<file path="config.mk">
export PLATFORM = sky130hd
export DESIGN_NAME = sdram_slot_arbiter
export DESIGN_NICKNAME = d
export VERILOG_FILES = /design/src/rtl/sdram_slot_arbiter.sv
export SDC_FILE = /design/constraint.sdc
export NUM_CORES = 1
export LEC_CHECK = 0
export BUFFER_PORTS_ARGS = -buffer_cell sky130_fd_sc_hd__buf_2
export CELL_PAD_IN_SITES_DETAIL_PLACEMENT = 1
export CELL_PAD_IN_SITES_GLOBAL_PLACEMENT = 2
export CORE_UTILIZATION = 23
export DETAILED_ROUTE_END_ITERATION = 16
export PLACE_DENSITY = 0.73
export SETUP_SLACK_MARGIN = 0.3
export SYNTH_ARGS = -nofsm -noshare
export SYNTH_HDL_FRONTEND = slang
export SYNTH_SLANG_ARGS = --single-unit
</file>
<file path="constraint.sdc">
create_clock -name clk_sys -period 2.15 [get_ports clk_sys]
set_input_delay 0.1075 -clock clk_sys [delete_from_list [all_inputs] [get_ports clk_sys]]
set_output_delay 0.1075 -clock clk_sys [all_outputs]
set_load 0.02 [all_outputs]
</file>
<file path="src/rtl/sdram_slot_arbiter.sv">
// Time-slotted arbiter sharing the sdram CPU/loader port between the ioctl
// download writer, the Z80 bus and the TZX tape reader, one access per clkref slot.
module sdram_slot_arbiter #(
  parameter int ADDR_W     = 23,
  parameter int LAT        = 5,
  parameter int STARVE_MAX = 4
) (
  input  logic              clk_sys,
  input  logic              reset,
  input  logic              clkref,

  input  logic              dl_req,
  input  logic [ADDR_W-1:0] dl_addr,
  input  logic [7:0]        dl_din,
  output logic              dl_ack,

  input  logic              cpu_req,
  input  logic              cpu_we,
  input  logic [ADDR_W-1:0] cpu_addr,
  input  logic [7:0]        cpu_din,
  output logic [7:0]        cpu_dout,
  output logic              cpu_ack,

  input  logic              tape_req,
  input  logic [ADDR_W-1:0] tape_addr,
  output logic [7:0]        tape_dout,
  output logic              tape_ack,

  output logic [ADDR_W-1:0] sd_addr,
  output logic [7:0]        sd_din,
  output logic              sd_oe,
  output logic              sd_we,
  input  logic [7:0]        sd_dout,

  output logic [1:0]        grant
);

  // Handshake: each *_req is a level sampled only on clkref while the arbiter
  // is not mid-slot. A sample that wins starts exactly one access; the matching
  // *_ack is a single-cycle pulse LAT cycles after that clkref. Dropping req
  // after the grant does not cancel the access. A req still high at a later
  // clkref is a fresh access.

  localparam logic [1:0] S_IDLE = 2'd0;
  localparam logic [1:0] S_SLOT = 2'd1;
  localparam logic [1:0] S_DONE = 2'd2;

  localparam logic [1:0] G_NONE = 2'd0;
  localparam logic [1:0] G_DL   = 2'd1;
  localparam logic [1:0] G_CPU  = 2'd2;
  localparam logic [1:0] G_TAPE = 2'd3;

  localparam int              SC_W       = $clog2(STARVE_MAX + 1);
  localparam logic [SC_W-1:0] STARVE_LIM = SC_W'(STARVE_MAX);
  localparam logic [SC_W-1:0] SC_ONE     = SC_W'(1);
  localparam logic [2:0]      LAT_C      = 3'(LAT);

  logic [1:0]      state;
  logic [2:0]      lat_cnt;
  logic [SC_W-1:0] starve_cnt;
  logic            tape_boost;
  logic [1:0]      win;

  // Tape overtakes the CPU only once it has been passed over STARVE_MAX times.
  always_comb begin
    tape_boost = tape_req && (starve_cnt >= STARVE_LIM);
    win        = G_NONE;
    if (dl_req)
      win = G_DL;
    else if (tape_boost)
      win = G_TAPE;
    else if (cpu_req)
      win = G_CPU;
    else if (tape_req)
      win = G_TAPE;
  end

  always_ff @(posedge clk_sys or posedge reset) begin
    if (reset) begin
      state      <= S_IDLE;
      lat_cnt    <= 3'd0;
      starve_cnt <= '0;
      grant      <= G_NONE;
      sd_addr    <= '0;
      sd_din     <= 8'h00;
      sd_oe      <= 1'b0;
      sd_we      <= 1'b0;
      dl_ack     <= 1'b0;
      cpu_ack    <= 1'b0;
      tape_ack   <= 1'b0;
      cpu_dout   <= 8'h00;
      tape_dout  <= 8'h00;
    end else begin
      dl_ack   <= 1'b0;
      cpu_ack  <= 1'b0;
      tape_ack <= 1'b0;

      case (state)
        S_IDLE, S_DONE: begin
          if (clkref) begin
            if (!tape_req || win == G_TAPE)
              starve_cnt <= '0;
            else if (starve_cnt < STARVE_LIM)
              starve_cnt <= starve_cnt + SC_ONE;

            grant <= win;
            case (win)
              G_DL: begin
                sd_addr <= dl_addr;
                sd_din  <= dl_din;
                sd_we   <= 1'b1;
                sd_oe   <= 1'b0;
              end
              G_CPU: begin
                sd_addr <= cpu_addr;
                sd_din  <= cpu_din;
                sd_we   <= cpu_we;
                sd_oe   <= ~cpu_we;
              end
              G_TAPE: begin
                sd_addr <= tape_addr;
                sd_din  <= 8'h00;
                sd_we   <= 1'b0;
                sd_oe   <= 1'b1;
              end
              default: begin
                sd_we <= 1'b0;
                sd_oe <= 1'b0;
              end
            endcase

            if (win != G_NONE) begin
              state   <= S_SLOT;
              lat_cnt <= 3'd1;
            end else begin
              state <= S_IDLE;
            end
          end
        end

        S_SLOT: begin
          if (lat_cnt == LAT_C) begin
            case (grant)
              G_DL:  dl_ack <= 1'b1;
              G_CPU: begin
                cpu_ack <= 1'b1;
                if (sd_oe)
                  cpu_dout <= sd_dout;
              end
              G_TAPE: begin
                tape_ack  <= 1'b1;
                tape_dout <= sd_dout;
              end
              default: ;
            endcase
            state <= S_DONE;
          end else begin
            lat_cnt <= lat_cnt + 3'd1;
          end
        end

        default: state <= S_IDLE;
      endcase
    end
  end

`ifndef SYNTHESIS
  // A clkref before the data has come back means LAT is too long for the slot.
  clkref_in_slot: assert property (@(posedge clk_sys) disable iff (reset)
    !(state == S_SLOT && clkref && lat_cnt < LAT_C))
    else $error("clkref arrived before read latency elapsed");
`endif

endmodule

</file>
==> reports/qor.csv <==
metric,value,unit
Critical Path Max Stage Delay,400,ps
DRC violations left,0,
clk sinks,62,
H-tree depth,3,
Reg2Reg Depth,9,
net count after synthesis,382,
status,"finished, final reports clean",
gr usage total,0.1387,
Synth Area in Adders,0.03466,
CP bufs+invs,3,
Root Driver,clkbuf_16,
largest family of logic cells by synthesized area,compound AO/OA/AOI/OAI gates,
CP cell instances,nand2b_4 > a21oi_4 > inv_2 > ha_4 > nor2_4 > buf_6 > clkbuf_16 > nand2_2 > a31oi_1,
largest net degree at the start of global routing,35,
share of layout cells above drive strength 1,0.5022,
DIE WIDTH,114.1,um
Layout area overhead,52.95,%
Vias/cell,4.433,
setup TNS,0,ps
Post-Syn Area,0.002888,mm^2
part of the cycle the worst path needs,0.8355,
Post-Place Cell Area,0.003860,mm^2
maxcap violations,0,
initial antenna violation count,0,
worst-path maximum fanout,6,
Clk network pwr share,0.269,
Final Non-Filler Cells,614,
register area share after synthesis,0.5373,
proportion of synthesized area in mux cells,0.06629,
Routed WL per cell,14.77,um
Crit Path Class,reg -> reg,
"CP delay by family, top",flip-flops,
Layout Cell Area excl Fill,0.004417,mm^2
"Clk pin slew, worst setup/hold paths",50,ps
sw frac,0.3746,
fill count,1415,
Crit. Startpoint,starve_cnt[2],
Hold WS,32.15,ps
Critical Path End Type,flip-flop,
Worst R2R Setup Slack,350,ps
Max VDD drop,0.3065,mV
Congestion Overflow GR,0,
RSZ-0062 raised after global routing,yes,
"Max stage delay cell, worst path",dfrtp_1,
Top Ports,154,
CP arrival,2030,ps
Period minus WS final,1796,ps
dpl hpwl,6580,um
leakage power,2.227,nW
XOR/XNOR Fraction of Synth Area,0.003033,
Comb pwr share,0.392,
final core utilization,0.3647,
worst r2r src,starve_cnt[2],
vias after detailed routing,2722,
first-pass GRT wire length,13950,um
Synth Area in Simple Gates,0.1430,
Unique masters post-synth,29,
CTS Buffer Depth,2,
Mapped Avg Cell Area,10.54,um^2
cts bufs inserted,9,
cell row count,40,
area occupied by multi-input gates,0.001310,mm^2
fin worst setup slack,353.7,ps
die area,0.01301,mm^2
Total Wirelength,9070,um
FMAX,556.7,MHz
Port Buffers,153,
DP Cell Count,587,
total power,5.977,mW
cell-internal power,3.738,mW
dpl ws,164.4,ps
sequential power share,0.338,
Setup crit end,sd_addr[22],
Synth Warn #,0,
vias in the first global route,2795,
Worst-Skew Late Latency,320,ps
Fin. Hold Viols,0,
post-synthesis compound-gate area fraction,0.1811,
Levels on crit path,9,
Layout Nets,549,
pwr dens,1353,mW/mm^2
DR pass1 iterations,5,
CP Launch Type,flip-flop,
register cell area after layout,0.001551,mm^2
Initial Util,0.2384,
DRT iter0 DRCs,85,
RR Endpoint,sd_addr[22],
worst slew pin tran,596.6,ps
"Setup violations, final",0,
Psw,2.239,mW
Tightest Hold Check Type,in -> reg,
TritonCTS clock tree,built,
fin. max-slew vios,0,
Slew HR,0.6017,
post-route ant nets,0,
Synth Instances,274,
chip height,114.1,um
"Req. time, crit path",2380,ps
#FFs+latches synth,62,
clk_skew,5.436,ps
CORE AREA,0.01211,mm^2
antenna diode count,0,
GP Congestion,0.7184,
==> cell families (layout without fill, tap and decap cells) <==
kind of cell / Yosys count / count (layout)
AND/OR/NAND/NOR: 82 / 82
buffers and inverters: 23 / 195
multiplexers: 17 / 17
adder cells (fa/ha/maj): 8 / 8
AO/OA/AOI/OAI: 81 / 81
flip-flops: 62 / 62
XOR/XNOR: 1 / 1
==> Yosys cell counts <==
master | instances | area share
nor3b_4 | 1 | 0.0065
o22ai_1 | 1 | 0.0022
a31oi_1 | 23 | 0.050
nor2b_1 | 1 | 0.0022
mux2_2 | 17 | 0.066
or2b_1 | 1 | 0.0026
nand3b_1 | 1 | 0.0026
nor2_8 | 2 | 0.014
nor2_1 | 34 | 0.044
ha_1 | 8 | 0.035
a22oi_1 | 31 | 0.081
nand4b_4 | 1 | 0.0082
nor3b_1 | 2 | 0.0052
nor3_1 | 1 | 0.0017
a21o_1 | 1 | 0.0026
inv_1 | 6 | 0.0078
nand2b_1 | 4 | 0.0087
a311oi_1 | 1 | 0.0030
nand2_1 | 31 | 0.040
and3_1 | 1 | 0.0022
buf_2 | 11 | 0.019
clkbuf_1 | 6 | 0.0078
and2b_1 | 1 | 0.0026
o21ai_0 | 8 | 0.014
a21oi_1 | 15 | 0.026
a22o_1 | 1 | 0.0030
dfrtp_1 | 62 | 0.54
or2_2 | 1 | 0.0022
xor2_1 | 1 | 0.0030
==> cell type report <==
cell class,count,area share
Timing Repair Buffer,173,0.2235
Inverter,6,0.005099
Sequential cell,62,0.3513
Multi-Input combinational cell,189,0.2966
Clock inverter,3,0.01473
Clock buffer,13,0.06119
Tap cell,168,0.04759
==> flip-flops by register name, summed over array words and instances, names as in the netlist <==
name and count:
sd_we 1, grant 2, tape_ack 1, lat_cnt 3
sd_oe 1, state 2, cpu_dout 8, starve_cnt 3
sd_din 8, dl_ack 1, sd_addr 23, cpu_ack 1
tape_dout 8
==> layer usage <==
metal  routed length [um]  global-route usage  up-vias
li1                     -                   -     1315
met1                 4009              0.1712     1296
met2                 4404              0.2291      103
met3                  565             0.04023        8
met4                   90             0.05195        0
met5                    0                   0        -
==> how the worst min path moves through the flow <==
| stage | from | cells past startpoint | slack (ps) | to |
|---|---|---|---|---|
| 2_1_floorplan | clkref | 1 | 210 | state[1] |
| 3_3_place_gp | reset | 2 | 210 | sd_din[6] |
| 3_5_place_dp | reset | 2 | 230 | sd_din[5] |
| 4_1_cts | clkref | 2 | 20 | state[1] |
| 5_1_grt | sd_dout[5] | 2 | 30 | tape_dout[5] |
| 6_report | clkref | 2 | 30 | state[1] |
==> cell usage in the layout (no fill, tap or decap), drive strengths merged, types with 2 or more instances in the layout <==
master  instances
dfrtp          62
nor3b           3
o21ai           8
mux2           17
a31oi          23
a21oi          15
nand2          31
nand2b          4
ha              8
clkbuf         14
inv             6
nor2           36
bufinv          2
buf           171
a22oi          31
==> power groups by stage <==
stage / sequential (mW) / combinational (mW) / clock (mW)
5_1_grt: 2.10 / 2.60 / 1.71
3_5_place_dp: 2.05 / 2.29 / 0
3_3_place_gp: 2.02 / 2.25 / 0
6_report: 2.02 / 2.35 / 1.61
2_1_floorplan: 2.58 / 0.898 / 0
4_1_cts: 2.04 / 2.29 / 1.65
==> what timing repair did <==
action / CTS / global route
buffers inserted: 0 / 7
hold buffers: 1 / 0
pin swaps: 1 / 14
resized for setup: 4 / 26
endpoints found under the hold margin: 25 / 0
endpoints found under the setup margin: 33 / 33
cloned: 0 / 3
Power figures use the tool's default switching activity.
